--- src/rtl/cgra_dma_pkg.sv ---
// Shared types for the CGRA DMA copy engine: FSM state, word geometry and latched config.
package cgra_dma_pkg;

    typedef enum logic [1:0] {
        IDLE   = 2'd0,
        RUN    = 2'd1,
        FINISH = 2'd2
    } dma_state_e;

    localparam int DEFAULT_DATA_WIDTH = 32;
    localparam int CFG_ADDR_WIDTH     = 32;
    localparam int BYTES_PER_WORD     = DEFAULT_DATA_WIDTH / 8;
    localparam int WORD_SHIFT         = $clog2(BYTES_PER_WORD);

    // Config captured on an accepted start; held constant for the whole transfer.
    typedef struct packed {
        logic [CFG_ADDR_WIDTH-1:0] src;
        logic [CFG_ADDR_WIDTH-1:0] dst;
        logic [31:0]               nwords;
    } dma_cfg_t;

endpackage

--- src/rtl/cgra_dma_if.sv ---
// Bundle between the DMA engine, the CSR block (config/status) and the memory interconnect.
interface cgra_dma_if
    import cgra_dma_pkg::*;
#(
    parameter int ADDR_WIDTH = 32,
    parameter int DATA_WIDTH = 32
);
    // Handshake: a request (rd_req/wr_req) with its address/data stays high and stable
    // until the matching gnt is seen on a rising edge; one grant per cycle. Read data
    // returns on rd_rvalid strictly in request order; wr_gnt means the write is complete.
    logic [ADDR_WIDTH-1:0] dma_src;
    logic [ADDR_WIDTH-1:0] dma_dst;
    logic [31:0]           dma_size;
    logic                  dma_start;
    logic                  dma_busy;
    logic                  dma_done;
    logic                  dma_err;
    logic                  rd_req;
    logic [ADDR_WIDTH-1:0] rd_addr;
    logic                  rd_gnt;
    logic                  rd_rvalid;
    logic [DATA_WIDTH-1:0] rd_rdata;
    logic                  wr_req;
    logic [ADDR_WIDTH-1:0] wr_addr;
    logic [DATA_WIDTH-1:0] wr_wdata;
    logic                  wr_gnt;
    dma_state_e            dbg_state;

    modport master (
        input  dma_src, dma_dst, dma_size, dma_start,
        output dma_busy, dma_done, dma_err,
        output rd_req, rd_addr,
        input  rd_gnt, rd_rvalid, rd_rdata,
        output wr_req, wr_addr, wr_wdata,
        input  wr_gnt,
        output dbg_state
    );

    modport slave (
        output dma_src, dma_dst, dma_size, dma_start,
        input  dma_busy, dma_done, dma_err,
        input  rd_req, rd_addr,
        output rd_gnt, rd_rvalid, rd_rdata,
        input  wr_req, wr_addr, wr_wdata,
        output wr_gnt,
        input  dbg_state
    );

endinterface

--- src/rtl/cgra_dma_fifo.sv ---
// Synchronous first-word-fall-through FIFO holding read data until it is written out.
module cgra_dma_fifo #(
    parameter int DEPTH = 4,
    parameter int WIDTH = 32
) (
    input  logic                     clk,
    input  logic                     rst_n,
    input  logic                     push,
    input  logic [WIDTH-1:0]         push_data,
    input  logic                     pop,
    output logic [WIDTH-1:0]         head,
    output logic [$clog2(DEPTH):0]   count,
    output logic                     empty,
    output logic                     full
);
    localparam int PW = $clog2(DEPTH);
    localparam int CW = PW + 1;

    logic [WIDTH-1:0] mem_q [DEPTH];
    logic [WIDTH-1:0] mem_d [DEPTH];
    logic [PW-1:0]    wr_ptr_q, wr_ptr_d;
    logic [PW-1:0]    rd_ptr_q, rd_ptr_d;
    logic [CW-1:0]    count_q, count_d;

    always_ff @(posedge clk) begin
        if (!rst_n) begin
            for (int i = 0; i < DEPTH; i++) mem_q[i] <= '0;
            wr_ptr_q <= '0;
            rd_ptr_q <= '0;
            count_q  <= '0;
        end else begin
            mem_q    <= mem_d;
            wr_ptr_q <= wr_ptr_d;
            rd_ptr_q <= rd_ptr_d;
            count_q  <= count_d;
        end
    end

    // Pointers wrap naturally because DEPTH is a power of two.
    always_comb begin
        mem_d    = mem_q;
        wr_ptr_d = wr_ptr_q;
        rd_ptr_d = rd_ptr_q;
        if (push) begin
            mem_d[wr_ptr_q] = push_data;
            wr_ptr_d        = wr_ptr_q + 1'b1;
        end
        if (pop) begin
            rd_ptr_d = rd_ptr_q + 1'b1;
        end
        count_d = count_q + CW'(push) - CW'(pop);
    end

    assign head  = mem_q[rd_ptr_q];
    assign count = count_q;
    assign empty = (count_q == '0);
    assign full  = (count_q == CW'(DEPTH));

endmodule

--- src/rtl/cgra_dma_engine.sv ---
// Word-granular memory-to-memory copy engine with overlapped reads and writes.
// Optional start-time alignment check is enabled by defining CGRA_DMA_ALIGN_CHECK_EN.
module cgra_dma_engine
    import cgra_dma_pkg::*;
#(
    parameter int ADDR_WIDTH = 32,
    parameter int DATA_WIDTH = 32,
    parameter int FIFO_DEPTH = 4
) (
    input  logic       clk,
    input  logic       rst_n,
    cgra_dma_if.master bus
);
    localparam int BYTES  = DATA_WIDTH / 8;
    localparam int WSHIFT = $clog2(BYTES);
    localparam int CW     = $clog2(FIFO_DEPTH) + 1;
    localparam logic [ADDR_WIDTH-1:0] ALIGN_MASK = ~ADDR_WIDTH'(BYTES - 1);

    dma_state_e            state_q, state_d;
    dma_cfg_t              cfg_q, cfg_d;
    logic [31:0]           reads_q, reads_d;
    logic [31:0]           writes_q, writes_d;
    logic [CW-1:0]         outstanding_q, outstanding_d;

    logic [CW-1:0]         fifo_count;
    logic                  fifo_empty;
    logic                  fifo_full;
    logic [DATA_WIDTH-1:0] fifo_head;
    logic [CW:0]           credit_used;
    logic [31:0]           start_nwords;
    logic                  rd_req, wr_req;
    logic                  rd_fire, wr_fire, push;

    assign start_nwords = bus.dma_size >> WSHIFT;
    assign credit_used  = {1'b0, outstanding_q} + {1'b0, fifo_count};
    assign rd_fire      = rd_req & bus.rd_gnt;
    assign wr_fire      = wr_req & bus.wr_gnt;
    // Credits already bound pushes; the full term only keeps a stray rvalid harmless.
    assign push         = bus.rd_rvalid & (state_q == RUN) & ~fifo_full;

`ifdef CGRA_DMA_ALIGN_CHECK_EN
    localparam logic [31:0] SIZE_MASK = 32'(BYTES - 1);
    logic misaligned;
    logic err_q, err_d;

    assign misaligned = ((bus.dma_src  & ~ALIGN_MASK) != '0) ||
                        ((bus.dma_dst  & ~ALIGN_MASK) != '0) ||
                        ((bus.dma_size & SIZE_MASK)   != '0);

    always_ff @(posedge clk) begin
        if (!rst_n) err_q <= 1'b0;
        else        err_q <= err_d;
    end
`endif

    cgra_dma_fifo #(
        .DEPTH (FIFO_DEPTH),
        .WIDTH (DATA_WIDTH)
    ) u_fifo (
        .clk       (clk),
        .rst_n     (rst_n),
        .push      (push),
        .push_data (bus.rd_rdata),
        .pop       (wr_fire),
        .head      (fifo_head),
        .count     (fifo_count),
        .empty     (fifo_empty),
        .full      (fifo_full)
    );

    always_ff @(posedge clk) begin
        if (!rst_n) begin
            state_q       <= IDLE;
            cfg_q         <= '0;
            reads_q       <= '0;
            writes_q      <= '0;
            outstanding_q <= '0;
        end else begin
            state_q       <= state_d;
            cfg_q         <= cfg_d;
            reads_q       <= reads_d;
            writes_q      <= writes_d;
            outstanding_q <= outstanding_d;
        end
    end

    always_comb begin
        state_d       = state_q;
        cfg_d         = cfg_q;
        reads_d       = reads_q;
        writes_d      = writes_q;
        outstanding_d = outstanding_q + CW'(rd_fire) - CW'(push);
`ifdef CGRA_DMA_ALIGN_CHECK_EN
        err_d         = 1'b0;
`endif
        unique case (state_q)
            IDLE: begin
                if (bus.dma_start) begin
`ifdef CGRA_DMA_ALIGN_CHECK_EN
                    if (misaligned) begin
                        state_d = FINISH;
                        err_d   = 1'b1;
                    end else
`endif
                    if (start_nwords == '0) begin
                        state_d = FINISH;
                    end else begin
                        state_d      = RUN;
                        cfg_d.src    = bus.dma_src & ALIGN_MASK;
                        cfg_d.dst    = bus.dma_dst & ALIGN_MASK;
                        cfg_d.nwords = start_nwords;
                        reads_d      = '0;
                        writes_d     = '0;
                    end
                end
            end
            RUN: begin
                if (rd_fire) reads_d = reads_q + 32'd1;
                if (wr_fire) begin
                    writes_d = writes_q + 32'd1;
                    if (writes_q + 32'd1 == cfg_q.nwords) state_d = FINISH;
                end
            end
            FINISH:  state_d = IDLE;
            default: state_d = IDLE;
        endcase
    end

    // Addresses are base plus word index, so they wrap modulo 2^ADDR_WIDTH for free.
    always_comb begin
        rd_req = 1'b0;
        wr_req = 1'b0;
        if (state_q == RUN) begin
            rd_req = (reads_q < cfg_q.nwords) && (credit_used < (CW+1)'(FIFO_DEPTH));
            wr_req = !fifo_empty;
        end
        bus.dma_busy  = (state_q == RUN);
        bus.dma_done  = (state_q == FINISH);
`ifdef CGRA_DMA_ALIGN_CHECK_EN
        bus.dma_err   = err_q;
`else
        bus.dma_err   = 1'b0;
`endif
        bus.rd_req    = rd_req;
        bus.rd_addr   = cfg_q.src + (ADDR_WIDTH'(reads_q) << WSHIFT);
        bus.wr_req    = wr_req;
        bus.wr_addr   = cfg_q.dst + (ADDR_WIDTH'(writes_q) << WSHIFT);
        bus.wr_wdata  = wr_req ? fifo_head : '0;
        bus.dbg_state = state_q;
    end

endmodule

--- src/flat_wrapper.sv ---
// flat-port wrapper written by rule: the top's interface ports become plain ports
module cgra_dma_engine_flat import cgra_dma_pkg::*;
#(
    parameter int ADDR_WIDTH = 32,
    parameter int DATA_WIDTH = 32,
    parameter int FIFO_DEPTH = 4
)
  (clk, rst_n, bus_dma_src, bus_dma_dst, bus_dma_size, bus_dma_start, bus_dma_busy, bus_dma_done, bus_dma_err, bus_rd_req, bus_rd_addr, bus_rd_gnt, bus_rd_rvalid, bus_rd_rdata, bus_wr_req, bus_wr_addr, bus_wr_wdata, bus_wr_gnt, bus_dbg_state);
  cgra_dma_if #(.ADDR_WIDTH(ADDR_WIDTH), .DATA_WIDTH(DATA_WIDTH)) bus_i ();
  input  logic clk;
  input  logic rst_n;
  input wire logic [$bits(bus_i.dma_src)-1:0] bus_dma_src;
  input wire logic [$bits(bus_i.dma_dst)-1:0] bus_dma_dst;
  input wire logic [$bits(bus_i.dma_size)-1:0] bus_dma_size;
  input wire logic [$bits(bus_i.dma_start)-1:0] bus_dma_start;
  output wire logic [$bits(bus_i.dma_busy)-1:0] bus_dma_busy;
  output wire logic [$bits(bus_i.dma_done)-1:0] bus_dma_done;
  output wire logic [$bits(bus_i.dma_err)-1:0] bus_dma_err;
  output wire logic [$bits(bus_i.rd_req)-1:0] bus_rd_req;
  output wire logic [$bits(bus_i.rd_addr)-1:0] bus_rd_addr;
  input wire logic [$bits(bus_i.rd_gnt)-1:0] bus_rd_gnt;
  input wire logic [$bits(bus_i.rd_rvalid)-1:0] bus_rd_rvalid;
  input wire logic [$bits(bus_i.rd_rdata)-1:0] bus_rd_rdata;
  output wire logic [$bits(bus_i.wr_req)-1:0] bus_wr_req;
  output wire logic [$bits(bus_i.wr_addr)-1:0] bus_wr_addr;
  output wire logic [$bits(bus_i.wr_wdata)-1:0] bus_wr_wdata;
  input wire logic [$bits(bus_i.wr_gnt)-1:0] bus_wr_gnt;
  output wire logic [$bits(bus_i.dbg_state)-1:0] bus_dbg_state;
  assign bus_i.dma_src = bus_dma_src;
  assign bus_i.dma_dst = bus_dma_dst;
  assign bus_i.dma_size = bus_dma_size;
  assign bus_i.dma_start = bus_dma_start;
  assign bus_dma_busy = bus_i.dma_busy;
  assign bus_dma_done = bus_i.dma_done;
  assign bus_dma_err = bus_i.dma_err;
  assign bus_rd_req = bus_i.rd_req;
  assign bus_rd_addr = bus_i.rd_addr;
  assign bus_i.rd_gnt = bus_rd_gnt;
  assign bus_i.rd_rvalid = bus_rd_rvalid;
  assign bus_i.rd_rdata = bus_rd_rdata;
  assign bus_wr_req = bus_i.wr_req;
  assign bus_wr_addr = bus_i.wr_addr;
  assign bus_wr_wdata = bus_i.wr_wdata;
  assign bus_i.wr_gnt = bus_wr_gnt;
  assign bus_dbg_state = bus_i.dbg_state;
  cgra_dma_engine #(.ADDR_WIDTH(ADDR_WIDTH), .DATA_WIDTH(DATA_WIDTH), .FIFO_DEPTH(FIFO_DEPTH)) u_core (.clk(clk), .rst_n(rst_n), .bus(bus_i));
endmodule
--- config.mk ---
export PLATFORM = sky130hd
export DESIGN_NAME = cgra_dma_engine_flat
export DESIGN_NICKNAME = d
export VERILOG_FILES = /design/src/rtl/cgra_dma_pkg.sv /design/src/rtl/cgra_dma_if.sv /design/src/rtl/cgra_dma_fifo.sv /design/src/rtl/cgra_dma_engine.sv /design/src/flat_wrapper.sv
export SDC_FILE = /design/constraint.sdc
export NUM_CORES = 1
export LEC_CHECK = 0
export BUFFER_PORTS_ARGS = -buffer_cell sky130_fd_sc_hd__buf_2
export CAP_MARGIN = 20
export CORE_MARGIN = 2
export CORE_UTILIZATION = 53
export CTS_CLUSTER_SIZE = 8
export DETAILED_ROUTE_END_ITERATION = 7
export PLACE_DENSITY = 0.75
export RECOVER_POWER = 25
export SLEW_MARGIN = 20
export SYNTH_ARGS = -nofsm -noshare
export SYNTH_HDL_FRONTEND = slang
export SYNTH_HIERARCHICAL = 1
export SYNTH_SLANG_ARGS = --single-unit
--- constraint.sdc ---
create_clock -name clk -period 3.25 [get_ports clk]
set_input_delay 0 -clock clk [delete_from_list [all_inputs] [get_ports clk]]
set_output_delay 0 -clock clk [all_outputs]
set_load 0.01 [all_outputs]
==> flow_metrics.env, run 1 <==
export IMPL_status="finished, violations left"
export IMPL_violations="design-rule violations, negative setup slack"
export IMPL_die_h_um=189
export IMPL_num_vias=18300
export IMPL_stdcell_count=3014
export IMPL_hold_start="bus_rd_gnt"
export IMPL_design_area_um2=23100
export IMPL_root_buffer="clkbuf_16"
export IMPL_min_path_type="in2reg"
export IMPL_placed_area_um2=20000
export IMPL_final_cell_mix="a21oi_1, dfxtp_1, nand2_1"
export IMPL_worstSetupPathType="reg2out"
export IMPL_clk_pin_slew_ns=0.05
export IMPL_first_global_vias=17600
export IMPL_cts_tree="yes"
export IMPL_htreeDepth=2
export IMPL_p_leak_nw=9.71
export IMPL_cp_arrival_ns=3.35
export IMPL_synthCells=2186
export IMPL_yosysTopAreaCellShare_pct=32.3
export IMPL_layout_setup_ws_ns=-0.0980
export IMPL_postRouteAntennaNets=0
export IMPL_final_common_cell="a21oi_1"
export IMPL_grt_start_max_net_pins=259
export IMPL_synthToLayoutAreaGrowth_pct=27.0
export IMPL_period_needed_ns=3.35
export IMPL_min_to="u_core/reads_q[9]$_SDFFE_PN0P_"
export IMPL_cp_start_kind="flop"
export IMPL_r2r_cells=16
export IMPL_fin_skew_ns=0.0126
export IMPL_grt_ovfl_total=0
export IMPL_clock_latency_ns=0.55
export IMPL_drv_slew=0
export IMPL_route_detailed_drc=2
export IMPL_die_area_um2=35900
export IMPL_final_core_util_pct=68.6
export IMPL_slew_headroom_pct=29.1
export IMPL_period_share_pct=103
export IMPL_syn_avg_cell_area_um2=8.33
export IMPL_synth_distinct_cells=74
export IMPL_post_place_ws_ns=-0.0925
export IMPL_rr_endpoint="u_core/outstanding_q[2]$_SDFF_PN0_"
export IMPL_synth_top_cell_by_area="dfxtp_1"
export IMPL_clock_sinks=294
export IMPL_synth_cell_area_um2=18200
export IMPL_track_usage_pct=29.9
export IMPL_portBuffers=225
export IMPL_vias_per_cell=6.06
export IMPL_coreArea_um2=33700
export IMPL_initial_core_util_pct=54.0
export IMPL_cp_end_kind="output port"
export IMPL_vdd_drop_max_uv=366
export IMPL_ys_seq_elements=294
export IMPL_dpl_hpwl_um=35600
export IMPL_row_count=67
export IMPL_numCtsBuffers=42
export IMPL_fin_setup_tns_ns=-0.186
export IMPL_antenna_found_initial=3
export IMPL_rsz0062_at_grt="true"
export IMPL_power_density_nw_per_um2=404
export IMPL_totalWireLength_um=57100
export IMPL_drt_iter0_drc=1637
export IMPL_dpl_cell_count=2811
export IMPL_ios=237
export IMPL_die_width_um=189
export IMPL_setup_viol=7
export IMPL_clock_fmax_mhz=299
export IMPL_required_ns=3.25
export IMPL_yosysWarnings=6
export IMPL_routabilityCongestion=0.927
export IMPL_critPathMaxFanout=4
export IMPL_cap_violations=0
export IMPL_grt_first_pass_wirelength_um=88400
export IMPL_tightest_slew_ns=1.06
export IMPL_post_drt_wl_per_cell_um=19.0
export IMPL_synth_edf_count=0
export IMPL_synth_area_leaders="dfxtp_1, a21oi_1, ha_1, a21bo_2, nand2_1"
export IMPL_clock_path_buffers=3
export IMPL_hold_viol=0
export IMPL_async_flop_share_pct=0
export IMPL_drive_above_1_share_pct=26.6
export IMPL_synth_ff_type="dfxtp_1"
export IMPL_rr_startpoint="u_core/cfg_q[17]$_SDFFE_PN0P_"
export IMPL_min_path_cells=4
export IMPL_num_nets_final=2797
export IMPL_synth_seq_area_share_pct=32.3
export IMPL_rrSetupSlack_ns=-0.03
export IMPL_first_pass_iters=8
-- registers in the layout, summed over array words and instances, names as in the netlist --
| signal | cells |
|---|---|
| u_core/cfg_q | 90 |
| u_core/u_fifo/wr_ptr_q | 2 |
| u_core/writes_q | 32 |
| u_core/u_fifo/rd_ptr_q | 2 |
| u_core/outstanding_q | 3 |
| u_core/bus.dbg_state | 2 |
| u_core/reads_q | 32 |
| u_core/u_fifo/mem_q | 128 |
| u_core/u_fifo/count | 3 |
-- report_power, final --
| part | switching (mW) | leakage [nW] | internal [mW] |
|---|---|---|---|
| registers | 0.127 | 2.40 | 3.74 |
| logic | 0.904 | 6.77 | 0.660 |
| clock network | 1.59 | 0.546 | 2.33 |
| total | 2.62 | 9.71 | 6.73 |
-- synthesized netlist by cell type (all sizes together), types with 5 or more instances --
cell     instances
nor3b            5
a21bo          129
o31a             5
o311ai           6
a31oi           11
nand3          165
inv             75
clkbuf          82
xnor2           57
nand4           29
nor3            36
or2              6
and2            46
or3             21
a31o            13
nand2          257
nor2            89
o21ai           74
xor2            33
a21boi          37
nor4            18
nand2b           8
nor2b           14
o21a            20
o21bai           6
buf             73
a21o            36
o31ai            5
o211ai           7
a2111oi          6
a21oi          284
and3            26
mux2i           15
ha              99
dfxtp          294
and4             7
mux4            32
a211oi          16
-- stage by stage --
step,hold WS (ns),power [mW]
6_report,0.0396,9.35
5_1_grt,0.0825,9.70
4_1_cts,0.0323,9.34
3_5_place_dp,0.245,5.30
3_3_place_gp,0.240,5.26
2_1_floorplan,0.122,4.84
-- worst max path at each step --
stage,start,end,slack [ns],cells past startpoint
final,u_core/reads_q[1]$_SDFFE_PN0P_,bus_rd_addr[31],-0.1,12
after global routing,u_core/reads_q[1]$_SDFFE_PN0P_,bus_rd_addr[31],-0.28,12
after CTS,u_core/cfg_q[17]$_SDFFE_PN0P_,u_core/outstanding_q[2]$_SDFF_PN0_,-0.01,16
after detailed placement,u_core/cfg_q[13]$_SDFFE_PN0P_,u_core/outstanding_q[2]$_SDFF_PN0_,-0.09,16
after global placement,u_core/cfg_q[9]$_SDFFE_PN0P_,u_core/outstanding_q[2]$_SDFF_PN0_,-0.04,16
after floorplan,u_core/cfg_q[17]$_SDFFE_PN0P_,u_core/outstanding_q[2]$_SDFF_PN0_,-0.14,16
-- kinds of logic after synthesis --
group	count (synthesis)	share of synthesized area, %
compound gates	680	25.5
xor+xnor	91	4.45
fa+ha+maj	105	7.35
buf+inv	230	5.90
flops	294	32.3
mux	47	4.82
other cells	1	0.0206
simple gates	738	19.6
-- metal layers --
| layer | vias to the layer above | GRT usage, % | share of wire (%) |
|---|---|---|---|
| met4 | 0 | 13.5 | 4.0 |
| met1 | 8664 | 36.1 | 40 |
| met5 | - | 0 | 0 |
| li1 | 8566 | - | - |
| met2 | 842 | 51.4 | 48 |
| met3 | 187 | 5.93 | 8.1 |
-- cell type report --
class	instances	area [um^2]
clock inverters	2	32.5
repair buffers	481	3420
well taps	448	561
clock buffers	45	1080
diodes	3	7.51
inverters	75	283
multi-input cells	1666	11800
fillers	2596	10600
flip-flops and latches	294	5930
-- critical path, stage by stage, from the launching register on --
cell	delay [ns]
dfxtp_2	0.33
buf_6	0.13
ha_4	0.28
a211oi_4	0.06
o211ai_1	0.30
a41oi_2	0.23
nor3_2	0.28
nor3_2	0.09
o31a_1	0.35
o21ai_2	0.20
nor4_2	0.07
nor3_2	0.29
buf_2	0.20
-- timing repair --
action | CTS | global route
buffers inserted | 8 | 20
pin swaps | 19 | 36
endpoints found under the setup margin | 24 | 25
hold endpoints to repair | 227 | 0
cloned | 0 | 0
resized for setup | 38 | 101
hold buffers | 125 | 0
No activity file was read; power rests on OpenSTA's default activity.
==> inputs of run 2 (changes only) <==
CORE_UTILIZATION = 55   (was 53)
PLACE_DENSITY = 0.74   (was 0.75)
clock period = 3.18 ns   (was 3.25 ns; I/O delays follow)
==> flow_metrics.env, run 2 (same netlist as run 1, synthesis figures left out) <==
export IMPL_p_sw_share_pct=27.9
export IMPL_clock_sinks=294
export IMPL_grt_ovfl_total=0
export IMPL_num_vias=18200
export IMPL_power_frac_clock_pct=41.8
export IMPL_required_ns=3.60
export IMPL_dpl_hpwl_um=34900
export IMPL_grt_start_max_net_pins=259
export IMPL_final_cell_mix="a21oi_1, dfxtp_1, nand2_1"
export IMPL_postRouteAntennaNets=0
export IMPL_coreArea_um2=32500
export IMPL_routabilityCongestion=0.895
export IMPL_num_nets_final=2821
export IMPL_worstSetupPathType="reg2reg"
export IMPL_fin_skew_ns=0.0101
export IMPL_cp_num_buf_inv=3
export IMPL_crit_chain="inv_1 -> ha_1 -> a21o_1 -> a21o_1 -> a21oi_2 -> o21ai_2 -> a221o_1 -> a31o_4 -> a211oi_4 -> inv_2 -> ha_4 -> inv_2 -> ha_4 -> fa_2 -> xnor2_1 -> and2_1"
export IMPL_antenna_found_initial=4
export IMPL_ios=237
export IMPL_final_common_cell="a21oi_1"
export IMPL_combPwrFrac_pct=16.8
export IMPL_p_total_mw=9.54
export IMPL_r2r_cells=16
export IMPL_fillers=2395
export IMPL_totalWireLength_um=56600
export IMPL_crit_family="compound AO/OA/AOI/OAI gates"
export IMPL_die_area_um2=34600
export IMPL_vias_per_cell=6.01
export IMPL_clock_fmax_mhz=305
export IMPL_rr_startpoint="u_core/cfg_q[12]$_SDFFE_PN0P_"
export IMPL_clock_path_buffers=3
export IMPL_cp_end_kind="flop"
export IMPL_drive_above_1_share_pct=27.3
export IMPL_clk_pin_slew_ns=0.05
export IMPL_root_buffer="clkbuf_16"
export IMPL_cap_violations=0
export IMPL_die_h_um=186
export IMPL_seqPwrFrac_pct=41.4
export IMPL_top_regs="u_core/u_fifo/mem_q: 128 flops, u_core/cfg_q: 90 flops"
export IMPL_cp_start_kind="flop"
export IMPL_p_leak_nw=9.85
export IMPL_synthToLayoutAreaGrowth_pct=28.2
export IMPL_violations="negative setup slack"
export IMPL_largest_register_ffs=128
export IMPL_design_area_um2=23300
export IMPL_top_register="u_core/u_fifo/mem_q"
export IMPL_numCtsBuffers=42
export IMPL_grt_first_pass_wirelength_um=87400
export IMPL_min_path_cells=4
export IMPL_row_count=66
export IMPL_htreeDepth=2
export IMPL_placed_area_um2=20100
export IMPL_rsz0062_at_grt="true"
export IMPL_power_density_nw_per_um2=409
export IMPL_slew_headroom_pct=19.9
export IMPL_first_pass_iters=6
export IMPL_track_usage_pct=31.3
export IMPL_drv_slew=0
export IMPL_clock_latency_ns=0.54
export IMPL_rrSetupSlack_ns=-0.1
export IMPL_setup_viol=10
export IMPL_route_detailed_drc=0
export IMPL_hold_viol=0
export IMPL_initial_core_util_pct=56.0
export IMPL_p_sw_mw=2.66
export IMPL_cpPeakStageDelay_ns=0.33
export IMPL_min_to="u_core/reads_q[9]$_SDFFE_PN0P_"
export IMPL_rr_endpoint="u_core/outstanding_q[2]$_SDFF_PN0_"
export IMPL_cp_arrival_ns=3.70
export IMPL_hold_start="bus_rd_gnt"
export IMPL_post_drt_wl_per_cell_um=18.7
export IMPL_period_share_pct=103
export IMPL_p_int_mw=6.88
export IMPL_first_global_vias=17300
export IMPL_layout_setup_ws_ns=-0.0976
export IMPL_critPathMaxFanout=2
export IMPL_period_needed_ns=3.28
export IMPL_min_path_type="in2reg"
export IMPL_die_width_um=186
export IMPL_slowest_stage="dfxtp_2"
export IMPL_cts_tree="yes"
export IMPL_portBuffers=225
export IMPL_vdd_drop_max_uv=504
export IMPL_drt_iter0_drc=1795
export IMPL_tightest_slew_ns=1.20
export IMPL_status="finished, violations left"
==> run 2: how the worst max path moves through the flow <==
stage                     depth (start not counted)  slack (ns)                                 end                       startpoint
after global placement                           16       -0.13  u_core/outstanding_q[2]$_SDFF_PN0_    u_core/cfg_q[13]$_SDFFE_PN0P_
final                                            16        -0.1  u_core/outstanding_q[2]$_SDFF_PN0_    u_core/cfg_q[12]$_SDFFE_PN0P_
after CTS                                        14       -0.05                     bus_rd_addr[30]   u_core/reads_q[0]$_SDFFE_PN0P_
after floorplan                                  16       -0.21  u_core/outstanding_q[2]$_SDFF_PN0_    u_core/cfg_q[17]$_SDFFE_PN0P_
after detailed placement                         16       -0.20  u_core/outstanding_q[2]$_SDFF_PN0_    u_core/cfg_q[13]$_SDFFE_PN0P_
after global routing                             13       -0.19                     bus_rd_addr[30]  u_core/reads_q[11]$_SDFFE_PN0P_
==> run 2: routing by layer <==
layer	vias up	routed length, um	GRT usage (%)
met5	-	12	0
met4	2	1910	12.1
met3	156	4690	6.87
met2	842	26800	52.6
met1	8630	23200	39.0
li1	8602	-	-
==> run 2: worst min-delay path: cells and delay by family <==
kind                   cells  cell delay, ns
buffers and inverters      1            0.12
AOI/OAI and AO/OA          1            0.11
and+or+nand+nor            2            0.30
==> run 2: power groups by stage <==
stage	sequential, mW	clock, mW	combinational, mW
2_1_floorplan	3.97	0	0.975
3_3_place_gp	4.01	0	1.37
3_5_place_dp	4.02	0	1.41
4_1_cts	3.95	4.05	1.55
5_1_grt	3.96	4.21	1.74
6_report	3.95	3.99	1.61
==> run 2: timing repair <==
item	CTS	global route
buffers inserted	22	21
gates resized for setup	84	78
hold endpoints to repair	222	0
setup endpoints to repair	27	21
hold buffers	124	0
pin swaps	39	39
==> run 2: cell type report <==
| cell class | instances | area, um^2 | area share (%) |
|---|---|---|---|
| repair buffers | 505 | 3600 | 15.4 |
| flip-flops and latches | 294 | 5930 | 25.4 |
| well taps | 442 | 553 | 2.37 |
| clock buffers | 45 | 1080 | 4.64 |
| multi-input cells | 1666 | 11800 | 50.8 |
| diodes | 3 | 7.51 | 0.0322 |
| inverters | 75 | 283 | 1.21 |
| clock inverters | 2 | 32.5 | 0.139 |
==> run 2: metrics by stage <==
| stage | setup TNS [ns] | util [%] | worst slack [ns] | std cells | hold WS, ns |
|---|---|---|---|---|---|
| global placement | -0.206 | 61.8 | -0.131 | 2815 | 0.240 |
| CTS | -0.0796 | 70.6 | -0.0522 | 3008 | 0.0521 |
| finish | -0.452 | 71.7 | -0.0976 | 3032 | 0.0639 |
| floorplan | -0.359 | - | -0.206 | 2190 | 0.122 |
| global route | -2.00 | 71.7 | -0.190 | 3032 | 0.110 |
| detailed placement | -0.340 | 61.8 | -0.196 | 2815 | 0.246 |
